## config.mk

```make
export PLATFORM = sky130hd
export DESIGN_NAME = bit_serial_adder
export DESIGN_NICKNAME = d
export VERILOG_FILES = /design/src/rtl/bit_serial_adder.sv
export SDC_FILE = /design/constraint.sdc
export NUM_CORES = 1
export LEC_CHECK = 0
export BUFFER_PORTS_ARGS = -buffer_cell sky130_fd_sc_hd__buf_2
export CORE_MARGIN = 3
export CORE_UTILIZATION = 40
export CTS_CLUSTER_DIAMETER = 200
export DETAILED_ROUTE_END_ITERATION = 6
export SKIP_LAST_GASP = 1
export SLEW_MARGIN = 10
export SYNTH_ARGS = -nofsm -noshare
export SYNTH_HDL_FRONTEND = slang
export SYNTH_SLANG_ARGS = --single-unit
```

## constraint.sdc

```tcl
create_clock -name clk -period 2.4 [get_ports clk]
set_input_delay 0.48 -clock clk [delete_from_list [all_inputs] [get_ports clk]]
set_output_delay 0.48 -clock clk [all_outputs]
set_load 0.05 [all_outputs]
```

## src/rtl/bit_serial_adder.sv

```systemverilog
// Bit-serial adder controlling two upstream shift registers (load, then shift right).
// One operand pair is added LSB-first over WIDTH cycles; sum/cout are held until the next operation.
module bit_serial_adder #(
    parameter int WIDTH = 8
) (
    input  logic             clk,
    input  logic             reset,
    input  logic             start,
    input  logic             a_bit,
    input  logic             b_bit,
    output logic             load,
    output logic             busy,
    output logic             done,
    output logic [WIDTH-1:0] sum,
    output logic             cout,
    output logic [1:0]       state_dbg
);

    // Handshake: start is sampled only in IDLE; done pulses for one cycle when sum/cout are valid,
    // and they stay valid until the LOAD-exit edge of the next operation.
    typedef enum logic [1:0] {
        IDLE = 2'd0,
        LOAD = 2'd1,
        ADD  = 2'd2,
        DONE = 2'd3
    } state_t;

    localparam int CW = (WIDTH > 1) ? $clog2(WIDTH) : 1;

    state_t           state_q, state_d;
    logic [CW-1:0]    cnt_q, cnt_d;
    logic             carry_q, carry_d;
    logic [WIDTH-1:0] sum_q, sum_d;
    logic             cout_q, cout_d;
    logic             load_q, load_d;
    logic             busy_q, busy_d;
    logic             done_q, done_d;
    logic             s_bit;
    logic             carry_nxt;

    always_comb begin
        state_d   = state_q;
        cnt_d     = cnt_q;
        carry_d   = carry_q;
        sum_d     = sum_q;
        cout_d    = cout_q;
        s_bit     = a_bit ^ b_bit ^ carry_q;
        carry_nxt = (a_bit & b_bit) | (a_bit & carry_q) | (b_bit & carry_q);
        case (state_q)
            IDLE: begin
                if (start) begin
                    state_d = LOAD;
                end
            end
            LOAD: begin
                cnt_d   = '0;
                carry_d = 1'b0;
                sum_d   = '0;
                state_d = ADD;
            end
            ADD: begin
                sum_d   = {s_bit, sum_q[WIDTH-1:1]};
                carry_d = carry_nxt;
                // Counter holds at WIDTH-1 on the last edge so it never wraps.
                if (cnt_q == CW'(WIDTH - 1)) begin
                    cout_d  = carry_nxt;
                    state_d = DONE;
                end else begin
                    cnt_d = cnt_q + 1'b1;
                end
            end
            DONE: begin
                state_d = IDLE;
            end
            default: begin
                state_d = IDLE;
            end
        endcase
        load_d = (state_d == LOAD);
        busy_d = (state_d == LOAD) || (state_d == ADD);
        done_d = (state_d == DONE);
    end

    always_ff @(posedge clk or posedge reset) begin
        if (reset) begin
            state_q <= IDLE;
            cnt_q   <= '0;
            carry_q <= 1'b0;
            sum_q   <= '0;
            cout_q  <= 1'b0;
            load_q  <= 1'b0;
            busy_q  <= 1'b0;
            done_q  <= 1'b0;
        end else begin
            state_q <= state_d;
            cnt_q   <= cnt_d;
            carry_q <= carry_d;
            sum_q   <= sum_d;
            cout_q  <= cout_d;
            load_q  <= load_d;
            busy_q  <= busy_d;
            done_q  <= done_d;
        end
    end

    assign load      = load_q;
    assign busy      = busy_q;
    assign done      = done_q;
    assign sum       = sum_q;
    assign cout      = cout_q;
    assign state_dbg = state_q;

endmodule

```

Word level (Yosys, flattened, before mapping)
Index checks and enable logic that the tools add are counted.

storage, ports and cells
  bits in registers = 18
  input port bits = 5
  output and inout port bits = 14
  word-level logic and storage cells = 36

operators by class
  add/subtract/negate cells = 1
  equal/unequal tests = 8
  multiplexer cells = 7
  bitwise operators = 7
  reductions and logical operators = 5

operators with widths
  operator               number
  $pmux W8 S2            1
  $eq A2 B2 Y1 const B   4
  $pmux W2 S4            1
  $pmux W3 S2            1
  $eq A2 B1 Y1 const B   2
  $mux W2                2
  $reduce_and A2 Y1      2
  $add A3 B1 Y3 const B  1
  $and A1 B1 Y1          3
  $eq A3 B3 Y1 const B   1
  $mux W3                1
  $logic_not A2 Y1       1
  $ne A2 B2 Y1 const B   1
  $or A1 B1 Y1           2
  $pmux W1 S2            1
  $reduce_bool A2 Y1     1
  $xor A1 B1 Y1          2
  $logic_or A1 B1 Y1     1

Longest topological paths before layout
Gate-level depths: netlist of the first run.

  word-level depth = 5
  mapped depth = 6
  mapped depth without buffers = 6

Least setup slack after synthesis of the first run
OpenSTA, ideal clock, no wires.

  path type = register -> register
  from = register state_q[0], in the netlist state_dbg[0]
  to = register busy_q, in the netlist busy
  setup time = 126 ps
  arrival = 1715 ps
  required time = 2274 ps
  path slack = 559 ps
  stages on the path, launching flop included = 6
  buffers on the path = 0
  period minus slack after synthesis = 1841 ps
  cell sequence = dfrtp_1 inv_1 ha_1 inv_1 o21ai_2 ha_1

on the way
  cells in the longest elaborated chain, start to end = 4
  elaborated cells on any way between the ends = 10
  those cells by class = eq/ne (5); mux (3); reduce/logical (2)

RTL lines
  item                                          line  source
  start: declaration                            30    state_t state_q, state_d;
  start signal: assignment                      95    state_q <= state_d;
  $eq A2 B2 Y1 (tied with other cells)          49    case (state_q)
  $pmux W2 S4 (*)                               49
  via state_d[1]                                30
  $eq A2 B1 Y1 or $eq A2 B2 Y1 (tied branches)  80    busy_d = (state_d == LOAD) || (state_d == ADD);
  $logic_or A1 B1 Y1 (*)                        80
  via busy_d                                    36    logic busy_q, busy_d;
  end signal: assignment                        101   busy_q <= busy_d;
  end: declaration                              36

The timed path passes the listed nets; every way through them passes the cells marked *.
A chain may end at the register's enable or synchronous reset.

Final worst setup path of the first run
Ends and elaborated chain as after synthesis.

==> results of run 1 <==
-- synthesized netlist by cell type, drive strengths merged --
cell,number,area (um2)
dfrtp,18,450.4
inv,12,45.04
a22o,7,61.31
ha,7,87.58
o21ai,6,33.78
a21oi,2,10.01
buf,2,22.52
nand2,2,7.510
nand3,2,10.01
nand3b,2,15.01
nor2,2,7.510
a21o,1,7.510
a32o,1,10.01
and2,1,6.260
fa,1,20.02
mux2,1,11.26
mux2i,1,10.01
nor3b,1,7.510
-- layout make-up --
cell class / instances / area [um2] / share of cell area, %
clock buffer: 4 / 36.28 / 3.786
inverter: 12 / 45.04 / 4.700
multi-input combinational: 37 / 305.3 / 31.85
sequential: 18 / 450.4 / 47.00
tap: 25 / 31.28 / 3.264
timing repair buffer: 18 / 90.09 / 9.399
-- worst register-to-register path: stages (launching register included) --
cell     delay [ns]
dfrtp_1        0.39
inv_1          0.10
ha_1           0.40
inv_1          0.17
o21ai_2        0.21
ha_1           0.25
-- layer usage --
layer  up-vias  GRT usage (%)
li1        272              -
met1       242          16.27
met2        14          17.80
met3         2          2.332
met4         0          3.930
met5         -              0
-- cell usage in the layout (no fill, tap or decap), drive strengths merged --
cell type   n
a21o        1
a21oi       2
a22o        7
a32o        1
and2        1
buf        18
clkbuf      4
dfrtp      18
fa          1
ha          7
inv        12
mux2        1
mux2i       1
nand2       2
nand3       2
nand3b      2
nor2        2
nor3b       1
o21ai       6
-- cells by family after synthesis --
logic type / after synthesis
fa+ha+maj: 8
mux: 2
simple gates: 10
flops: 18
compound gates: 17
buf+inv: 14
-- final timing paths --
kind | start | endpoint | slack [ns] | depth (start not counted)
setup / recovery | state_dbg[0]$_DFF_PP0_ | busy$_DFF_PP0_ | 0.78 | 5
hold / removal | reset | cout$_DFFE_PP0P_ | 0.27 | 2
setup reg to reg | state_dbg[0]$_DFF_PP0_ | busy$_DFF_PP0_ | 0.78 | 5
hold reg to reg | cout$_DFFE_PP0P_ | cout$_DFFE_PP0P_ | 0.49 | 2
max in group asynchronous | reset | sum[5]$_DFFE_PP0P_ | 1.71 | 2
min in group clk | cout$_DFFE_PP0P_ | cout$_DFFE_PP0P_ | 0.49 | 2
-- power groups by stage --
stage / registers (mW) / logic (mW) / clock network (mW)
after detailed placement: 0.423 / 0.540 / 0
after floorplan: 0.590 / 0.272 / 0
after CTS: 0.417 / 0.543 / 0.190
final: 0.417 / 0.534 / 0.181
after global placement: 0.423 / 0.527 / 0
after global routing: 0.426 / 0.588 / 0.205
-- per-stage QoR --
step	cells	cell area (um2)	hold WS, ns	utilization, %	power [mW]
global route	114	958.4	0.3237	52.11	1.219
floorplan	69	823.3	0.4186	-	0.8617
global placement	110	922.1	0.4589	50.14	0.9494
detailed placement	110	922.1	0.4705	50.14	0.9637
finish	114	958.4	0.2695	52.11	1.132
CTS	114	958.4	0.2878	52.11	1.150
-- flip-flops by register name, summed over array words and instances, names as in the netlist --
| name | cells |
|---|---|
| sum | 8 |
| cnt_q | 3 |
| state_dbg | 2 |
| busy | 1 |
| carry_q | 1 |
| cout | 1 |
| done | 1 |
| load | 1 |
==> results.sh, run 1 <==
export IMPL_outcome="finished clean"
export IMPL_critPathBufInv=2
export IMPL_internal_power_uw=621.7
export IMPL_timing_final_ws_setup_ns=0.7799
export IMPL_die_area_um2=2638
export IMPL_end_kind="register"
export IMPL_remaining_drc_errors=0
export IMPL_finalCritPeriodShare_pct=67.50
export IMPL_ios=19
export IMPL_synth_seq_cells=18
export IMPL_critical_path_top_delay_family="adder cells"
export IMPL_routed_top_layer="met4"
export IMPL_grt_max_degree=19
export IMPL_cts_tree="built"
export IMPL_power_frac_clock_pct=16.0
export IMPL_peakVddDrop_uv=705.4
export IMPL_startpoint_type="register"
export IMPL_seqPwrFrac_pct=36.8
export IMPL_power_density_nw_per_um2=1181
export IMPL_wl_per_cell_um=12.04
export IMPL_core_area_um2=1839
export IMPL_synthSimpleGateAreaFrac_pct=6.535
export IMPL_place_gp_congestion=0.7088
export IMPL_cp_max_fo=8
export IMPL_cp_slowest_stage_delay_ns=0.40
export IMPL_clkLatencyLatePin_ns=0.28
export IMPL_cts_setup_buffers=0
export IMPL_dp_hpwl_mm=1.046
export IMPL_hold_viol=0
export IMPL_leakage_nw=0.5250
export IMPL_nNetsFinal=103
export IMPL_initial_core_util_pct=44.76
export IMPL_grt_usage_pct=11.62
export IMPL_cts_buffers=3
export IMPL_hold_class="input pin to async pin"
export IMPL_ys_types=20
export IMPL_wl_met3_um=67
export IMPL_grt_overflow=0
export IMPL_worstPathRequired_ns=2.57
export IMPL_syn_to_final_growth_pct=16.41
export IMPL_synth_mux_area_share_pct=2.584
export IMPL_fillCellCount=189
export IMPL_cts_resized=0
export IMPL_finalClockSkew_ns=0.003878
export IMPL_fp_row_count=15
export IMPL_ant_nets=0
export IMPL_synthXorXnorAreaFrac_pct=0
export IMPL_fmaxAchievable_mhz=617.3
export IMPL_dr_pass1_iters=3
export IMPL_comb_power_share_pct=47.2
export IMPL_vias=530
export IMPL_clock_sinks=18
export IMPL_drive_above_1_share_pct=25.84
export IMPL_via_per_inst=4.649
export IMPL_cts_root_buffer="clkbuf_4"
export IMPL_die_h_um=51.37
export IMPL_arrival_ns=1.79
export IMPL_syn_area_per_cell_um2=11.93
export IMPL_final_max_slew_viol_count=0
export IMPL_ctsHtreeMaxLevel=1
export IMPL_power_net_switching_uw=509.9
export IMPL_slew_headroom_pct=56.11
export IMPL_synthAdderAreaFrac_pct=13.07
export IMPL_grt_pass1_wl_mm=2.290
export IMPL_syn_inst=69
export IMPL_cts_hold_buf=0
export IMPL_path_clk_slew_ns=0.10
export IMPL_tightestPinTransition_ns=0.6577
export IMPL_synth_top_family_by_area="compound AO/OA/AOI/OAI gates"
export IMPL_setup_viol=0
export IMPL_drv_cap=0
export IMPL_synth_compound_gate_area_share_pct=14.89
export IMPL_tns_ns=0
export IMPL_syn_area_um2=823.3
export IMPL_switching_share_pct=45.06
export IMPL_wl_met1_um=684
export IMPL_wl_met2_um=613
export IMPL_crit_path_cell_trace="inv_1, ha_1, inv_1, o21ai_2, ha_1"
export IMPL_rsz0062_at_grt="false"
export IMPL_crit_type="register to register"
export IMPL_synth_seq_area_share_pct=54.71
export IMPL_routed_wirelength_mm=1.372
export IMPL_slowest_stage="ha_1"
export IMPL_die_w_um=51.37
export IMPL_yosys_warnings=0
export IMPL_cts_buffer_depth=2
export IMPL_insertedDiodeCount=0
export IMPL_synthesis_nets=82
export IMPL_grt_pass1_vias=511
export IMPL_port_buffer_count=18
export IMPL_antenna_found_initial=0
export IMPL_drtIter0Drc=8
export IMPL_period_needed_ns=1.620
export IMPL_place_ws_ns=0.7928
No activity file was read; power rests on OpenSTA's default activity.
==> inputs of run 2 (changes only) <==
clock period = 1.5 ns   (was 2.4 ns; I/O delays follow)
==> run 2 against run 1 <==
Compared with the run above:
- register-to-register slack lost 0.72 ns
- clock skew down 0.0013 ns
- sequential power increased by 65%
- fmax rose by 13%
- die area unchanged
- non-clock buffer count grew 9
- final cell count is 7.9% higher
- design area grew 13%
- critical path depth is 2 higher
- sequential share of layout area is 5.1 points lower
- critical path type unchanged
- largest cell class unchanged
==> results.sh, run 2 (same netlist as run 1, synthesis figures left out) <==
export IMPL_die_h_um=51.37
export IMPL_whs_path_depth=3
export IMPL_dp_hpwl_mm=1.132
export IMPL_wl_per_cell_um=13.48
export IMPL_power_frac_clock_pct=14.2
export IMPL_port_buffer_count=18
export IMPL_syn_to_final_growth_pct=31.46
export IMPL_ios=19
export IMPL_internal_power_mw=1.179
export IMPL_grt_usage_pct=13.96
export IMPL_worstPathRequired_ns=1.69
export IMPL_reg2regPathDepth=7
export IMPL_mostFrequentLayoutCells="18 x buf_2, 16 x dfrtp_1, 9 x inv_1"
export IMPL_ctsHtreeMaxLevel=1
export IMPL_fp_row_count=15
export IMPL_dr_pass1_iters=4
export IMPL_vias=604
export IMPL_peakVddDrop_uv=1361
export IMPL_fillCellCount=174
export IMPL_drtIter0Drc=5
export IMPL_via_per_inst=4.911
export IMPL_seqPwrFrac_pct=32.6
export IMPL_die_w_um=51.37
export IMPL_remaining_drc_errors=0
export IMPL_cp_max_fo=4
export IMPL_grt_overflow=0
export IMPL_comb_power_share_pct=53.3
export IMPL_grtUsageMet3_pct=2.624
export IMPL_hold_end="state_dbg[1]$_DFF_PP0_"
export IMPL_setup_viol=0
export IMPL_cts_buffers=3
export IMPL_power_mw=2.110
export IMPL_place_gp_congestion=0.7094
export IMPL_initial_core_util_pct=44.76
export IMPL_power_net_switching_uw=931.4
export IMPL_hold_viol=0
export IMPL_hold_start="start"
export IMPL_die_area_um2=2638
export IMPL_fmaxAchievable_mhz=694.6
export IMPL_critical_path_top_delay_family="flip-flops"
export IMPL_switching_share_pct=44.14
export IMPL_nNetsFinal=112
export IMPL_fin_util_pct=58.84
export IMPL_outcome="finished clean"
export IMPL_leakage_nw=0.5570
export IMPL_critPathBufInv=4
export IMPL_grt_pass1_wl_mm=2.718
export IMPL_met2_usage_pct=21.61
export IMPL_cts_tree="built"
export IMPL_slowest_stage="dfrtp_2"
export IMPL_end_kind="register"
export IMPL_ant_nets=0
export IMPL_final_max_slew_viol_count=0
export IMPL_use_met1_pct=18.70
export IMPL_insertedDiodeCount=0
export IMPL_startpoint_type="register"
export IMPL_crit_type="register to register"
export IMPL_drive_above_1_share_pct=43.88
export IMPL_critical_path_most_common_cell="buf_4"
export IMPL_finalCritPeriodShare_pct=95.97
export IMPL_crit_path_cell_trace="inv_4, ha_4, mux2i_4, buf_4, buf_4, buf_4, a21oi_1"
export IMPL_timing_hold_ws_ns=0.3673
export IMPL_path_clk_slew_ns=0.10
export IMPL_r2r_end="state_dbg[0]$_DFF_PP0_"
export IMPL_hold_class="input pin to register"
export IMPL_tightestPinTransition_ns=0.3404
export IMPL_final_common_cell="buf_2"
export IMPL_slew_headroom_pct=77.28
export IMPL_grt_pass1_vias=606
export IMPL_largest_reg_flops=8
export IMPL_period_needed_ns=1.440
export IMPL_timing_final_ws_setup_ns=0.06038
export IMPL_top_usage_layer="met2"
export IMPL_routed_wirelength_mm=1.658
export IMPL_drv_cap=0
export IMPL_finalClockSkew_ns=0.002584
export IMPL_cp_slowest_stage_delay_ns=0.45
export IMPL_core_area_um2=1839
export IMPL_grt_max_degree=11
export IMPL_clock_sinks=18
export IMPL_regToRegSetupSlack_ns=0.06
export IMPL_regToRegStartpoint="state_dbg[0]$_DFF_PP0_"
export IMPL_power_density_nw_per_um2=1950
export IMPL_antenna_found_initial=0
export IMPL_clkLatencyLatePin_ns=0.29
export IMPL_arrival_ns=1.63
export IMPL_tns_ns=0
export IMPL_place_ws_ns=-0.005646
export IMPL_cts_buffer_depth=2
export IMPL_cts_root_buffer="clkbuf_4"
-- run 2: timing repair --
action	4_1_cts	5_1_grt
resized for setup	1	6
setup endpoints to repair	1	4
pin swaps	0	1
endpoints found under the hold margin	8	0
hold buffers	1	0
setup buffers	3	2
-- run 2: final cells by class --
class	instances	area [um2]	share of cell area (%)
Sequential cell	18	452.9	41.85
Timing Repair Buffer	27	160.2	14.80
Clock buffer	4	36.28	3.353
Inverter	12	47.55	4.393
Multi-Input combinational cell	37	354.1	32.72
Tap cell	25	31.28	2.890
-- run 2: how the worst max path moves through the flow --
stage | startpoint | to | slack [ns] | cells after the start
after CTS | cnt_q[0]$_DFFE_PP0P_ | busy$_DFF_PP0_ | 0.02 | 5
after global routing | state_dbg[0]$_DFF_PP0_ | state_dbg[0]$_DFF_PP0_ | -0.0006 | 7
final | state_dbg[0]$_DFF_PP0_ | state_dbg[0]$_DFF_PP0_ | 0.06 | 7
after global placement | cnt_q[0]$_DFFE_PP0P_ | busy$_DFF_PP0_ | 0.04 | 5
after detailed placement | cnt_q[0]$_DFFE_PP0P_ | busy$_DFF_PP0_ | -0.006 | 5
after floorplan | state_dbg[0]$_DFF_PP0_ | busy$_DFF_PP0_ | 0.006 | 5
-- run 2: layer usage --
metal	vias to the layer above	routed length, um	part of all wire (%)
li1	293	-	-
met1	294	814	49
met2	15	758	46
met3	2	79	4.8
met4	0	6	0.36
met5	-	0	0
-- run 2: metrics by stage --
stage          std cells  cell area, um2
2_1_floorplan         69           843.3
6_report             123            1082
3_5_place_dp         113           964.7
3_3_place_gp         113           964.7
4_1_cts              121            1036
5_1_grt              123            1082
-- run 2: power groups by stage --
stage	Combinational [mW]	Clock [mW]	Sequential [mW]
2_1_floorplan	0.502	0	0.952
3_3_place_gp	0.969	0	0.683
3_5_place_dp	0.973	0	0.683
4_1_cts	1.02	0.312	0.677
5_1_grt	1.23	0.332	0.695
6_report	1.12	0.299	0.687
-- run 2: worst reg2reg max path, stage by stage (launching register included) --
cell and delay, ns:
dfrtp_2 0.45, inv_4 0.09, ha_4 0.17, mux2i_4 0.24
buf_4 0.13, buf_4 0.10, buf_4 0.09, a21oi_1 0.06
